## src/rtl/serial_frame_rx_if.sv

```systemverilog
// Bus bundle for serial_frame_rx: serial line and strobe in, framed word and status out.
// master = the side that drives the serial line; slave = the receiver.
interface serial_frame_rx_if #(
    parameter int unsigned WIDTH = 8
);
    logic             en;
    logic             serIn;
    logic [WIDTH-1:0] dout;
    logic             valid;
    logic             frameErr;
    logic             parityErr;
    logic             busy;

    modport master (
        output en,
        output serIn,
        input  dout,
        input  valid,
        input  frameErr,
        input  parityErr,
        input  busy
    );

    modport slave (
        input  en,
        input  serIn,
        output dout,
        output valid,
        output frameErr,
        output parityErr,
        output busy
    );
endinterface

```

## src/rtl/serial_frame_rx.sv

```systemverilog
// Serial-to-parallel frame receiver: start bit, WIDTH data bits LSB first,
// optional even-parity bit, stop bit. One serial bit is consumed per en strobe.
// Optional feature macro: PARITY_CHECK_EN (adds the parity bit and parityErr).
module serial_frame_rx #(
    parameter int unsigned WIDTH = 8
) (
    input  logic             C,
    input  logic             R,
    serial_frame_rx_if.slave bus
);
    localparam int unsigned      CNT_W    = $clog2(WIDTH + 1);
    localparam logic [CNT_W-1:0] LAST_BIT = CNT_W'(WIDTH - 1);

    typedef enum logic [1:0] {
        IDLE   = 2'd0,
        DATA   = 2'd1,
`ifdef PARITY_CHECK_EN
        PARITY = 2'd2,
`endif
        STOP   = 2'd3
    } state_e;

    state_e           state_q, state_d;
    logic [CNT_W-1:0] cnt_q, cnt_d;
    logic [WIDTH-1:0] shift_q, shift_d;
    logic [WIDTH-1:0] dout_q, dout_d;
    logic             valid_q, valid_d;
    logic             ferr_q, ferr_d;
    logic             busy_q, busy_d;
`ifdef PARITY_CHECK_EN
    logic             par_q, par_d;
    logic             perr_q, perr_d;
`endif

    // Next-state and output decode; everything holds unless en samples the line.
    always_comb begin
        state_d = state_q;
        cnt_d   = cnt_q;
        shift_d = shift_q;
        dout_d  = dout_q;
        valid_d = 1'b0;
        ferr_d  = 1'b0;
`ifdef PARITY_CHECK_EN
        par_d   = par_q;
        perr_d  = 1'b0;
`endif
        if (bus.en) begin
            case (state_q)
                IDLE: begin
                    if (bus.serIn == 1'b0) begin
                        state_d = DATA;
                        cnt_d   = '0;
                        shift_d = '0;
                    end
                end
                DATA: begin
                    // LSB arrives first, so bits enter at the top and walk down.
                    shift_d = {bus.serIn, shift_q[WIDTH-1:1]};
                    cnt_d   = cnt_q + CNT_W'(1);
                    if (cnt_q == LAST_BIT) begin
`ifdef PARITY_CHECK_EN
                        state_d = PARITY;
`else
                        state_d = STOP;
`endif
                    end
                end
`ifdef PARITY_CHECK_EN
                PARITY: begin
                    par_d   = bus.serIn;
                    state_d = STOP;
                end
`endif
                STOP: begin
                    if (bus.serIn == 1'b1) begin
                        dout_d  = shift_q;
                        valid_d = 1'b1;
`ifdef PARITY_CHECK_EN
                        // Even parity: data plus parity bit must hold an even count of ones.
                        perr_d  = ^{shift_q, par_q};
`endif
                    end else begin
                        ferr_d = 1'b1;
                    end
                    state_d = IDLE;
                end
                default: state_d = IDLE;
            endcase
        end
        busy_d = (state_d != IDLE);
    end

    // State and output registers with synchronous reset.
    always_ff @(posedge C) begin
        if (R) begin
            state_q <= IDLE;
            cnt_q   <= '0;
            shift_q <= '0;
            dout_q  <= '0;
            valid_q <= 1'b0;
            ferr_q  <= 1'b0;
            busy_q  <= 1'b0;
`ifdef PARITY_CHECK_EN
            par_q   <= 1'b0;
            perr_q  <= 1'b0;
`endif
        end else begin
            state_q <= state_d;
            cnt_q   <= cnt_d;
            shift_q <= shift_d;
            dout_q  <= dout_d;
            valid_q <= valid_d;
            ferr_q  <= ferr_d;
            busy_q  <= busy_d;
`ifdef PARITY_CHECK_EN
            par_q   <= par_d;
            perr_q  <= perr_d;
`endif
        end
    end

    assign bus.dout     = dout_q;
    assign bus.valid    = valid_q;
    assign bus.frameErr = ferr_q;
    assign bus.busy     = busy_q;
`ifdef PARITY_CHECK_EN
    assign bus.parityErr = perr_q;
`else
    assign bus.parityErr = 1'b0;
`endif

endmodule

```

## src/flat_wrapper.sv

```systemverilog
// flat-port wrapper written by rule: the top's interface ports become plain ports
module serial_frame_rx_flat 
#(
    parameter int unsigned WIDTH = 8
)
  (C, R, bus_en, bus_serIn, bus_dout, bus_valid, bus_frameErr, bus_parityErr, bus_busy);
  serial_frame_rx_if #(.WIDTH(WIDTH)) bus_i ();
  input  logic C;
  input  logic R;
  input wire logic [$bits(bus_i.en)-1:0] bus_en;
  input wire logic [$bits(bus_i.serIn)-1:0] bus_serIn;
  output wire logic [$bits(bus_i.dout)-1:0] bus_dout;
  output wire logic [$bits(bus_i.valid)-1:0] bus_valid;
  output wire logic [$bits(bus_i.frameErr)-1:0] bus_frameErr;
  output wire logic [$bits(bus_i.parityErr)-1:0] bus_parityErr;
  output wire logic [$bits(bus_i.busy)-1:0] bus_busy;
  assign bus_i.en = bus_en;
  assign bus_i.serIn = bus_serIn;
  assign bus_dout = bus_i.dout;
  assign bus_valid = bus_i.valid;
  assign bus_frameErr = bus_i.frameErr;
  assign bus_parityErr = bus_i.parityErr;
  assign bus_busy = bus_i.busy;
  serial_frame_rx #(.WIDTH(WIDTH)) u_core (.C(C), .R(R), .bus(bus_i));
endmodule
```

## config.mk

```make
export PLATFORM = sky130hd
export DESIGN_NAME = serial_frame_rx_flat
export DESIGN_NICKNAME = d
export VERILOG_FILES = /design/src/rtl/serial_frame_rx_if.sv /design/src/rtl/serial_frame_rx.sv /design/src/flat_wrapper.sv
export SDC_FILE = /design/constraint.sdc
export NUM_CORES = 1
export LEC_CHECK = 0
export ABC_CLOCK_PERIOD_IN_PS = 1450
export CAP_MARGIN = 10
export CORE_UTILIZATION = 54
export CTS_BUF_LIST = sky130_fd_sc_hd__clkbuf_2 sky130_fd_sc_hd__clkbuf_4 sky130_fd_sc_hd__clkbuf_8
export CTS_CLUSTER_SIZE = 28
export DETAILED_ROUTE_END_ITERATION = 6
export PLACE_DENSITY = 0.8
export SYNTH_ARGS = -nofsm -noshare
export SYNTH_HDL_FRONTEND = slang
export SYNTH_SLANG_ARGS = --single-unit
```

## constraint.sdc

```tcl
create_clock -name C -period 1.45 [get_ports C]
set_input_delay 0.29 -clock C [delete_from_list [all_inputs] [get_ports C]]
set_output_delay 0.29 -clock C [all_outputs]
set_load 0.05 [all_outputs]
```

==> impl_metrics.prom, run 1 <==
# TYPE chip_impl_metric gauge
chip_impl_metric{name="synth_cells",unit=""} 119
chip_impl_metric{name="post_placement_cell_count",unit=""} 160
chip_impl_metric{name="max-vdd-ir-drop",unit="mV"} 0.775
chip_impl_metric{name="floorplan_core_area",unit="µm²"} 1750
chip_impl_metric{name="final_routed_wirelength_across_all_metal_layers",unit="mm"} 2.25
chip_impl_metric{name="synth_area_per_cell",unit="µm²"} 8.56
chip_impl_metric{name="dieWidth",unit="µm"} 45.4
chip_impl_metric{name="switching_power",unit="µW"} 272
chip_impl_metric{name="grtUsageTotal",unit="%"} 25.2
chip_impl_metric{name="worst_ep_arrival_time",unit="ns"} 1.54
chip_impl_metric{name="clock_sinks",unit=""} 25
chip_impl_metric{name="p_leak",unit="µW"} 0.000485
chip_impl_metric{name="worst_skew_pair.late_latency",unit="ns"} 0.32
chip_impl_info{name="ctsRootBufferMaster",value="sky130_fd_sc_hd__clkbuf_4"} 1
chip_impl_metric{name="global_route_wire_length_before_repair",unit="mm"} 3.76
chip_impl_metric{name="drc",unit=""} 0
chip_impl_metric{name="period_minus_slack",unit="ns"} 1.29
chip_impl_metric{name="drtPass1Iterations",unit=""} 4
chip_impl_info{name="unrepaired_setup_endpoints_after_global_routing",value="false"} 1
chip_impl_metric{name="drt_first_iter_violations",unit=""} 15
chip_impl_metric{name="gpl.final_weighted_congestion",unit=""} 0.853
chip_impl_metric{name="report.final.slew_viol_count",unit=""} 0
chip_impl_metric{name="synth.yosys.seq_area_share",unit="%"} 49.1
chip_impl_info{name="outcome",value="completed"} 1
chip_impl_metric{name="vias",unit=""} 954
chip_impl_metric{name="timing.max_cap.violations",unit=""} 0
chip_impl_metric{name="port_buffers",unit=""} 14
chip_impl_metric{name="clkSlewWorstSetupHoldPaths",unit="ns"} 0.13
chip_impl_info{name="cts_tree",value="built"} 1
chip_impl_metric{name="mapped_area",unit="µm²"} 1020
chip_impl_metric{name="synthDistinctLibCells",unit=""} 26
chip_impl_metric{name="post_layout_nonfiller_instances",unit=""} 164
chip_impl_metric{name="starting_density",unit="%"} 58.4
chip_impl_metric{name="first_global_vias",unit=""} 906
chip_impl_metric{name="final-seq-area",unit="µm²"} 500
chip_impl_metric{name="antenna_left",unit=""} 0
chip_impl_metric{name="cellPowerDensity",unit="nW/µm²"} 810
chip_impl_metric{name="finalClockSkew",unit="ns"} 0.00179
chip_impl_metric{name="cp_data_required_time",unit="ns"} 1.71
chip_impl_info{name="critPathCaptureType",value="flip-flop"} 1
chip_impl_metric{name="postCtsSetupBuffers",unit=""} 0
chip_impl_info{name="hold_path.class",value="flip-flop to flip-flop"} 1
chip_impl_metric{name="fin_ws",unit="ns"} 0.165
chip_impl_info{name="critical_path.startpoint_type",value="primary input"} 1
chip_impl_metric{name="clock_path_buffers",unit=""} 2
chip_impl_metric{name="layout-area-overhead-vs-synth",unit="%"} 35.1
chip_impl_metric{name="num_io_pins",unit=""} 16
chip_impl_metric{name="h_tree_levels",unit=""} 1
chip_impl_metric{name="die_h",unit="µm"} 45.4
chip_impl_metric{name="max_freq",unit="MHz"} 778
chip_impl_metric{name="reg2reg_setup_slack",unit="ns"} 0.20
chip_impl_metric{name="layout-drive-gt1-share",unit="%"} 20.9
chip_impl_metric{name="cts_hold_buf",unit=""} 0
chip_impl_metric{name="pin_count_of_the_biggest_net_entering_global_routing",unit=""} 15
chip_impl_info{name="critical_setup_path_class",value="primary input to flip-flop"} 1
chip_impl_metric{name="syn_nets",unit=""} 124
chip_impl_metric{name="swShare",unit="%"} 24.4
chip_impl_metric{name="final_nets",unit=""} 145
chip_impl_metric{name="p_int",unit="µW"} 843
chip_impl_metric{name="numCtsBuffers",unit=""} 3
chip_impl_metric{name="crit_path_max_fanout",unit=""} 8
chip_impl_metric{name="gr-total-overflow",unit=""} 0
chip_impl_metric{name="routed_via_density",unit=""} 5.82
chip_impl_metric{name="grt_antenna_before_repair",unit=""} 0
chip_impl_metric{name="p_clk_share",unit="%"} 27.6
chip_impl_metric{name="synth-seq-cells",unit=""} 25
chip_impl_metric{name="layout.filler_cells",unit=""} 127
chip_impl_metric{name="pre_cts_ws",unit="ns"} -0.193
chip_impl_metric{name="hold_viol_final",unit=""} 0
chip_impl_metric{name="power_share_of_the_combinational_group",unit="%"} 9.6
chip_impl_metric{name="detailed_place_hpwl",unit="mm"} 1.70
chip_impl_metric{name="power.sequential.fraction",unit="%"} 62.8
chip_impl_metric{name="routed_wire_length_per_instance",unit="µm"} 13.7
chip_impl_metric{name="postLayoutCoreUtil",unit="%"} 78.9
chip_impl_metric{name="cts.repair.resized",unit=""} 0
chip_impl_metric{name="dieArea",unit="µm²"} 2060
chip_impl_metric{name="yosysWarningCount",unit=""} 0
chip_impl_metric{name="final_min_period_over_clock_period",unit="%"} 88.6
chip_impl_metric{name="antenna_cells",unit=""} 0
chip_impl_metric{name="rows",unit=""} 15
chip_impl_metric{name="multi_input_comb_area",unit="µm²"} 465
chip_impl_metric{name="final_setup_fails",unit=""} 0
## area by class of cell
class	instances	area share, %
Sequential cell	25	36.4
Multi-Input combinational cell	82	33.8
Timing Repair Buffer	27	25.3
Tap cell	25	2.27
Clock buffer	3	1.64
Clock inverter	1	0.364
Inverter	1	0.273
## cells by family after synthesis
kind of cell	Yosys count	share of synthesized area, %
DFF	25	49.1
AOI/OAI and AO/OA	38	19.5
other	1	0.368
adders and majority gates	1	1.23
and+or+nand+nor	42	24.3
buffers and inverters	12	5.40
## critical path, cell delays in order
cell and delay, ns:
sky130_fd_sc_hd__clkdlybuf4s50_1 0.61, sky130_fd_sc_hd__and4_1 0.41, sky130_fd_sc_hd__nand2_1 0.10, sky130_fd_sc_hd__a21oi_1 0.14
## state kept, by name, summed over array words and instances (netlist names)
signal,count
u_core.bus.busy,1
u_core.cnt_q,4
u_core.bus.frameErr,1
u_core.bus.dout,8
u_core.state_q,2
u_core.bus.valid,1
u_core.shift_q,8
## metrics by stage
| stage | TNS, ns | area [µm²] | total power (µW) | hold slack, ns |
|---|---|---|---|---|
| 6_report | 0 | 1380 | 1120 | 0.470 |
| 3_3_place_gp | -1.38 | 1350 | 816 | 0.438 |
| 4_1_cts | 0 | 1370 | 1120 | 0.472 |
| 5_1_grt | 0 | 1380 | 1160 | 0.490 |
| 2_1_floorplan | 0 | 1020 | 772 | 0.369 |
| 3_5_place_dp | -2.91 | 1350 | 821 | 0.454 |
## power by group through the flow
stage | clock network (µW) | logic (µW) | registers (µW)
3_5_place_dp | 0 | 105 | 715
6_report | 308 | 107 | 700
5_1_grt | 345 | 115 | 701
2_1_floorplan | 0 | 54.3 | 718
3_3_place_gp | 0 | 101 | 714
4_1_cts | 311 | 106 | 700
## cells in the final DEF (no fill, tap or decap), drive strengths merged, types with 2 or more instances in the layout
master,n
nand4b,8
nand2b,2
nand2,16
dfxtp,25
o21ai,12
nand4,2
nand3,3
clkbuf,3
buf,24
nor3,2
a21oi,22
clkdlybuf4s50,3
nor2b,4
## synth_stat cells
library cell	count	area (µm²)
sky130_fd_sc_hd__nand4_1	2	12.5
sky130_fd_sc_hd__a211oi_1	1	7.51
sky130_fd_sc_hd__nor4bb_1	1	10.0
sky130_fd_sc_hd__nand3b_1	1	7.51
sky130_fd_sc_hd__and2b_1	1	7.51
sky130_fd_sc_hd__nand2b_1	2	12.5
sky130_fd_sc_hd__buf_2	1	5.00
sky130_fd_sc_hd__or3b_1	1	8.76
sky130_fd_sc_hd__buf_4	2	15.0
sky130_fd_sc_hd__dfxtp_1	25	500
sky130_fd_sc_hd__inv_1	1	3.75
sky130_fd_sc_hd__o21bai_1	1	7.51
sky130_fd_sc_hd__nand4b_1	8	70.1
sky130_fd_sc_hd__and4_1	1	8.76
sky130_fd_sc_hd__nand3_1	3	15.0
sky130_fd_sc_hd__clkbuf_1	7	26.3
sky130_fd_sc_hd__nor2b_1	4	25.0
sky130_fd_sc_hd__a21oi_1	22	110
sky130_fd_sc_hd__ha_1	1	12.5
sky130_fd_sc_hd__o21ai_0	12	60.1
sky130_fd_sc_hd__a31oi_1	1	6.26
sky130_fd_sc_hd__nor3_1	2	10.0
sky130_fd_sc_hd__conb_1	1	3.75
sky130_fd_sc_hd__o21a_1	1	7.51
sky130_fd_sc_hd__clkbuf_2	1	5.00
sky130_fd_sc_hd__nand2_1	16	60.1
## final timing paths
check | start | end | cells past startpoint
max | bus_en | u_core.bus.dout[2] | 4
min | u_core.shift_q[0] | u_core.bus.dout[0] | 2
max reg2reg | u_core.state_q[1] | u_core.bus.dout[2] | 3
min reg2reg | u_core.shift_q[0] | u_core.bus.dout[0] | 2
## routing by layer
layer / track usage, % / vias to the layer above / wire length, µm
li1: - / 461 / -
met3: 5.16 / 8 / 90
met2: 38.3 / 37 / 1150
met4: 17.6 / 0 / 48
met5: 0 / - / 0
met1: 31.8 / 448 / 962
Power figures use the tool's default switching activity.
==> run 2, diff against run 1 <==
ABC_CLOCK_PERIOD_IN_PS = not set   (was 1450)
==> results of run 2 <==
No change in the layout: final DEF, timing and power equal those of run 1.
==> RTL edit 1: new RTL, config.mk and constraints of run 1 <==
Compare `cnt_q` against `LAST_BIT` with >= in place of ==.
--- a/src/rtl/serial_frame_rx.sv
+++ b/src/rtl/serial_frame_rx.sv
@@ -57,7 +57,7 @@
                     // LSB arrives first, so bits enter at the top and walk down.
                     shift_d = {bus.serIn, shift_q[WIDTH-1:1]};
                     cnt_d   = cnt_q + CNT_W'(1);
-                    if (cnt_q == LAST_BIT) begin
+                    if (cnt_q >= LAST_BIT) begin
 `ifdef PARITY_CHECK_EN
                         state_d = PARITY;
 `else
Function: no difference found for any inputs over 10 cycles, from zero or initial values; that may be too few to reach the edited logic, so the function may still have changed.
==> RTL edit 1 against run 1 <==
  * Final area down 1.5%
  * Setup slack got worse by 0.086 ns
  * Synthesized area shrank 2.9%
  * Register-to-register slack worse by 0.10 ns
  * Routed wire length is 10% lower
  * Sequential power about the same
  * Sequential cell count stayed put
  * Synthesized cell count is 1.7% lower
  * Total power grew 0.84%
  * Critical endpoint is now u_core.cnt_q[3]
  * Largest cell class unchanged
==> RTL edit 1: results <==
{
  "placed_cell_area_um2": 1330,
  "vias_per_cell": 5.65,
  "gr-usage-met3_pct": 2.80,
  "clock_path_buffers": 2,
  "path_clk_slew_ns": 0.14,
  "status": "completed",
  "grt_max_degree": 18,
  "ir_drop_mv": 0.601,
  "ff2ff_path_depth": 4,
  "netSwitchingFraction_pct": 24.6,
  "gr-usage-met1_pct": 30.1,
  "diodes": 0,
  "nets": 143,
  "htreeDepth": 1,
  "routed_wl_mm": 2.02,
  "p_sw_uw": 277,
  "yosys-top-cells-area": "dfxtp_1, a21oi_1, nand2_1",
  "grt_pass1_vias": 752,
  "layout-drive-gt1-share_pct": 21.2,
  "synth_async_sr_flop_share_pct": 0,
  "met2_usage_pct": 35.0,
  "grt_usage_pct": 22.3,
  "leakage_nw": 0.476,
  "synth_common_cells": "dfxtp_1, a21oi_1, nand2_1",
  "max_stage_delay_ns": 0.46,
  "yosysSeqAreaShare_pct": 50.6,
  "ys_warn_count": 0,
  "drt-initial-drc-count": 23,
  "syn-num-nets": 122,
  "p_comb_share_pct": 9.9,
  "io_buffers": 14,
  "finalClockSkew_ns": 0.00355,
  "crit_fanout": 14,
  "clock-root-buffer": "clkbuf_4",
  "grt_pass1_wl_mm": 3.26,
  "worst_path_max_delay_cell": "or4_1",
  "ys.flop_type": "dfxtp_1",
  "place_hpwl_mm": 1.45,
  "antenna_found_initial": 0,
  "seq_power_share_pct": 62.0,
  "hold_depth": 2,
  "gp_congestion": 0.808,
  "ys_types": 26
}
-- RTL edit 1: area by class of cell --
cell class / instances / area, um^2
tap: 25 / 31.3
inverter: 3 / 11.3
sequential: 25 / 500
clock inverter: 1 / 7.51
clock buffer: 3 / 22.5
timing repair buffer: 25 / 345
multi-input combinational: 80 / 437
fill: 114 / 372
-- RTL edit 1: worst max-delay path, delay by kind of cell --
| family | cells | cell delay [ns] |
|---|---|---|
| buffers and inverters | 2 | 0.59 |
| AO/OA/AOI/OAI | 1 | 0.15 |
| AND/OR/NAND/NOR | 2 | 0.60 |
-- RTL edit 1: per-stage QoR --
| step | setup slack, ns | cells | hold WS, ns |
|---|---|---|---|
| final | 0.0786 | 162 | 0.477 |
| after CTS | 0.0811 | 162 | 0.477 |
| after global routing | 0.0232 | 162 | 0.485 |
| after global placement | -0.199 | 158 | 0.452 |
| after detailed placement | -0.273 | 158 | 0.460 |
| after floorplan | 0.233 | 117 | 0.359 |
-- RTL edit 1: cells by family (layout without fill, tap and decap cells) --
group	after synthesis	after routing	share of synthesized area [%]
compound gates	37	37	20.0
other cells	1	1	0.379
simple gates	41	41	22.5
buf+inv	12	32	5.19
flops	25	25	50.6
fa+ha+maj	1	1	1.27
-- RTL edit 1: path summary, 6_finish.rpt --
check	from	end	slack (ns)
worst min register to register	u_core.shift_q[7]	u_core.bus.dout[7]	0.48
worst min-delay path	u_core.shift_q[7]	u_core.bus.dout[7]	0.48
worst max register to register	u_core.cnt_q[0]	u_core.cnt_q[2]	0.10
worst max-delay path	bus_serIn	u_core.cnt_q[3]	0.08
-- RTL edit 1: routing by layer --
layer  wire (um)  vias up
li1            -      454
met1         940      432
met2         958       24
met3          80        6
met4          38        0
met5           0        -
==> RTL edit 2: new RTL, config.mk and constraints of run 1 <==
Without the edit above. `WIDTH` is set to 8 in 3 places; all go to 4.
--- a/src/rtl/serial_frame_rx_if.sv
+++ b/src/rtl/serial_frame_rx_if.sv
@@ -1,7 +1,7 @@
 // Bus bundle for serial_frame_rx: serial line and strobe in, framed word and status out.
 // master = the side that drives the serial line; slave = the receiver.
 interface serial_frame_rx_if #(
-    parameter int unsigned WIDTH = 8
+    parameter int unsigned WIDTH = 4
 );
     logic             en;
     logic             serIn;
--- a/src/rtl/serial_frame_rx.sv
+++ b/src/rtl/serial_frame_rx.sv
@@ -2,7 +2,7 @@
 // optional even-parity bit, stop bit. One serial bit is consumed per en strobe.
 // Optional feature macro: PARITY_CHECK_EN (adds the parity bit and parityErr).
 module serial_frame_rx #(
-    parameter int unsigned WIDTH = 8
+    parameter int unsigned WIDTH = 4
 ) (
     input  logic             C,
     input  logic             R,
--- a/src/flat_wrapper.sv
+++ b/src/flat_wrapper.sv
@@ -1,7 +1,7 @@
 // flat-port wrapper written by rule: the top's interface ports become plain ports
 module serial_frame_rx_flat 
 #(
-    parameter int unsigned WIDTH = 8
+    parameter int unsigned WIDTH = 4
 )
   (C, R, bus_en, bus_serIn, bus_dout, bus_valid, bus_frameErr, bus_parityErr, bus_busy);
   serial_frame_rx_if #(.WIDTH(WIDTH)) bus_i ();
Interface: changed (resized bus_dout); port bits go from 16 to 12. No check against the original RTL was run, so the function may have changed too.
==> RTL edit 2 against run 1 <==
  * Setup slack better by 0.0096 ns
  * Sequential cell count is 9 lower
  * Sequential share of layout area down 0.052 points
  * Final area fell by 36%
  * Routed wire length is 45% lower
  * Highest routed layer unchanged
  * Total power is 32% lower
  * Critical path depth unchanged
  * Synthesized area down 35%
==> RTL edit 2: results <==
{
  "synth_common_cells": "dfxtp_1, inv_1, nor2_1",
  "rrSetupSlack_ns": 0.26,
  "clkLatencyLatePin_ns": 0.28,
  "hold_class": "register to register",
  "crit_fanout": 5,
  "fin_crit_ns": 1.28,
  "synth_compound_area_share_pct": 16.6,
  "wl_met3_um": 50,
  "drt-initial-drc-count": 9,
  "hold_depth": 1,
  "io_buffers": 10,
  "postSynthAreaPerCell_um2": 10.7,
  "place_hpwl_um": 992,
  "dpl_worst_slack_ns": -0.104,
  "crit_start": "bus_en",
  "finalClockSkew_ns": 0.00106,
  "path_clk_slew_ns": 0.08,
  "post_drt_wl_per_cell_um": 13.8,
  "cp.arrival_ns": 1.45,
  "drtPass1Iterations": 4,
  "drt-met1-wl_um": 519,
  "wl_met2_um": 658,
  "min_from": "u_core.cnt_q[1]",
  "gp_congestion": 0.836,
  "grt_usage_pct": 23.4,
  "synth_fa_ha_area_share_pct": 3.77,
  "yosys-top-cells-area": "dfxtp_1, o32ai_2, mux2i_1",
  "leakage_nw": 0.369,
  "min_to": "u_core.cnt_q[1]",
  "crit_path_end": "u_core.cnt_q[0]",
  "whs_ns": 0.498,
  "layout-drive-gt1-share_pct": 27.6,
  "num_vias": 510,
  "ys_types": 27,
  "nets": 84,
  "ir_drop_mv": 0.517,
  "grt_max_degree": 9,
  "synth_async_sr_flop_share_pct": 0,
  "path_delay_family": "buffers and inverters",
  "status": "completed",
  "grt_pass1_wl_mm": 2.21,
  "place_inst": 87,
  "yosysSeqAreaShare_pct": 48.2,
  "grt_pass1_vias": 488,
  "max_stage_delay_ns": 0.57,
  "routed_wl_mm": 1.25,
  "placed_cell_area_um2": 860,
  "synthMuxAreaShare_pct": 6.78,
  "syn-num-nets": 68,
  "r2r_end": "u_core.bus.dout[2]"
}
## RTL edit 2: cell count changes in the layout (fill, tap and decap cells not counted), sizes merged, moves of 5 or more
cell	before	now
buf	24	11
a21oi	22	4
dfxtp	25	16
nand4b	8	1
nor2	0	5
nand2	16	2
o21ai	12	1
## RTL edit 2: area by class of cell
cell class,count,area (um^2)
sequential,16,320
timing repair buffer,14,200
inverter,5,18.8
multi-input combinational,38,303
clock buffer,3,22.5
tap,14,17.5
fill,70,244
## RTL edit 2: metal layers
layer	track usage [%]	vias up
met3	5.49	3
met2	38.8	17
met4	10.2	0
met1	28.6	247
li1	-	243
met5	0	-
## RTL edit 2: report_power, final
group | leakage [nW] | internal (mW) | switching (mW) | total [mW]
registers | 0.129 | 0.446 | 0.00797 | 0.454
clock network | 0.0138 | 0.0964 | 0.129 | 0.226
logic | 0.225 | 0.0357 | 0.0426 | 0.0783
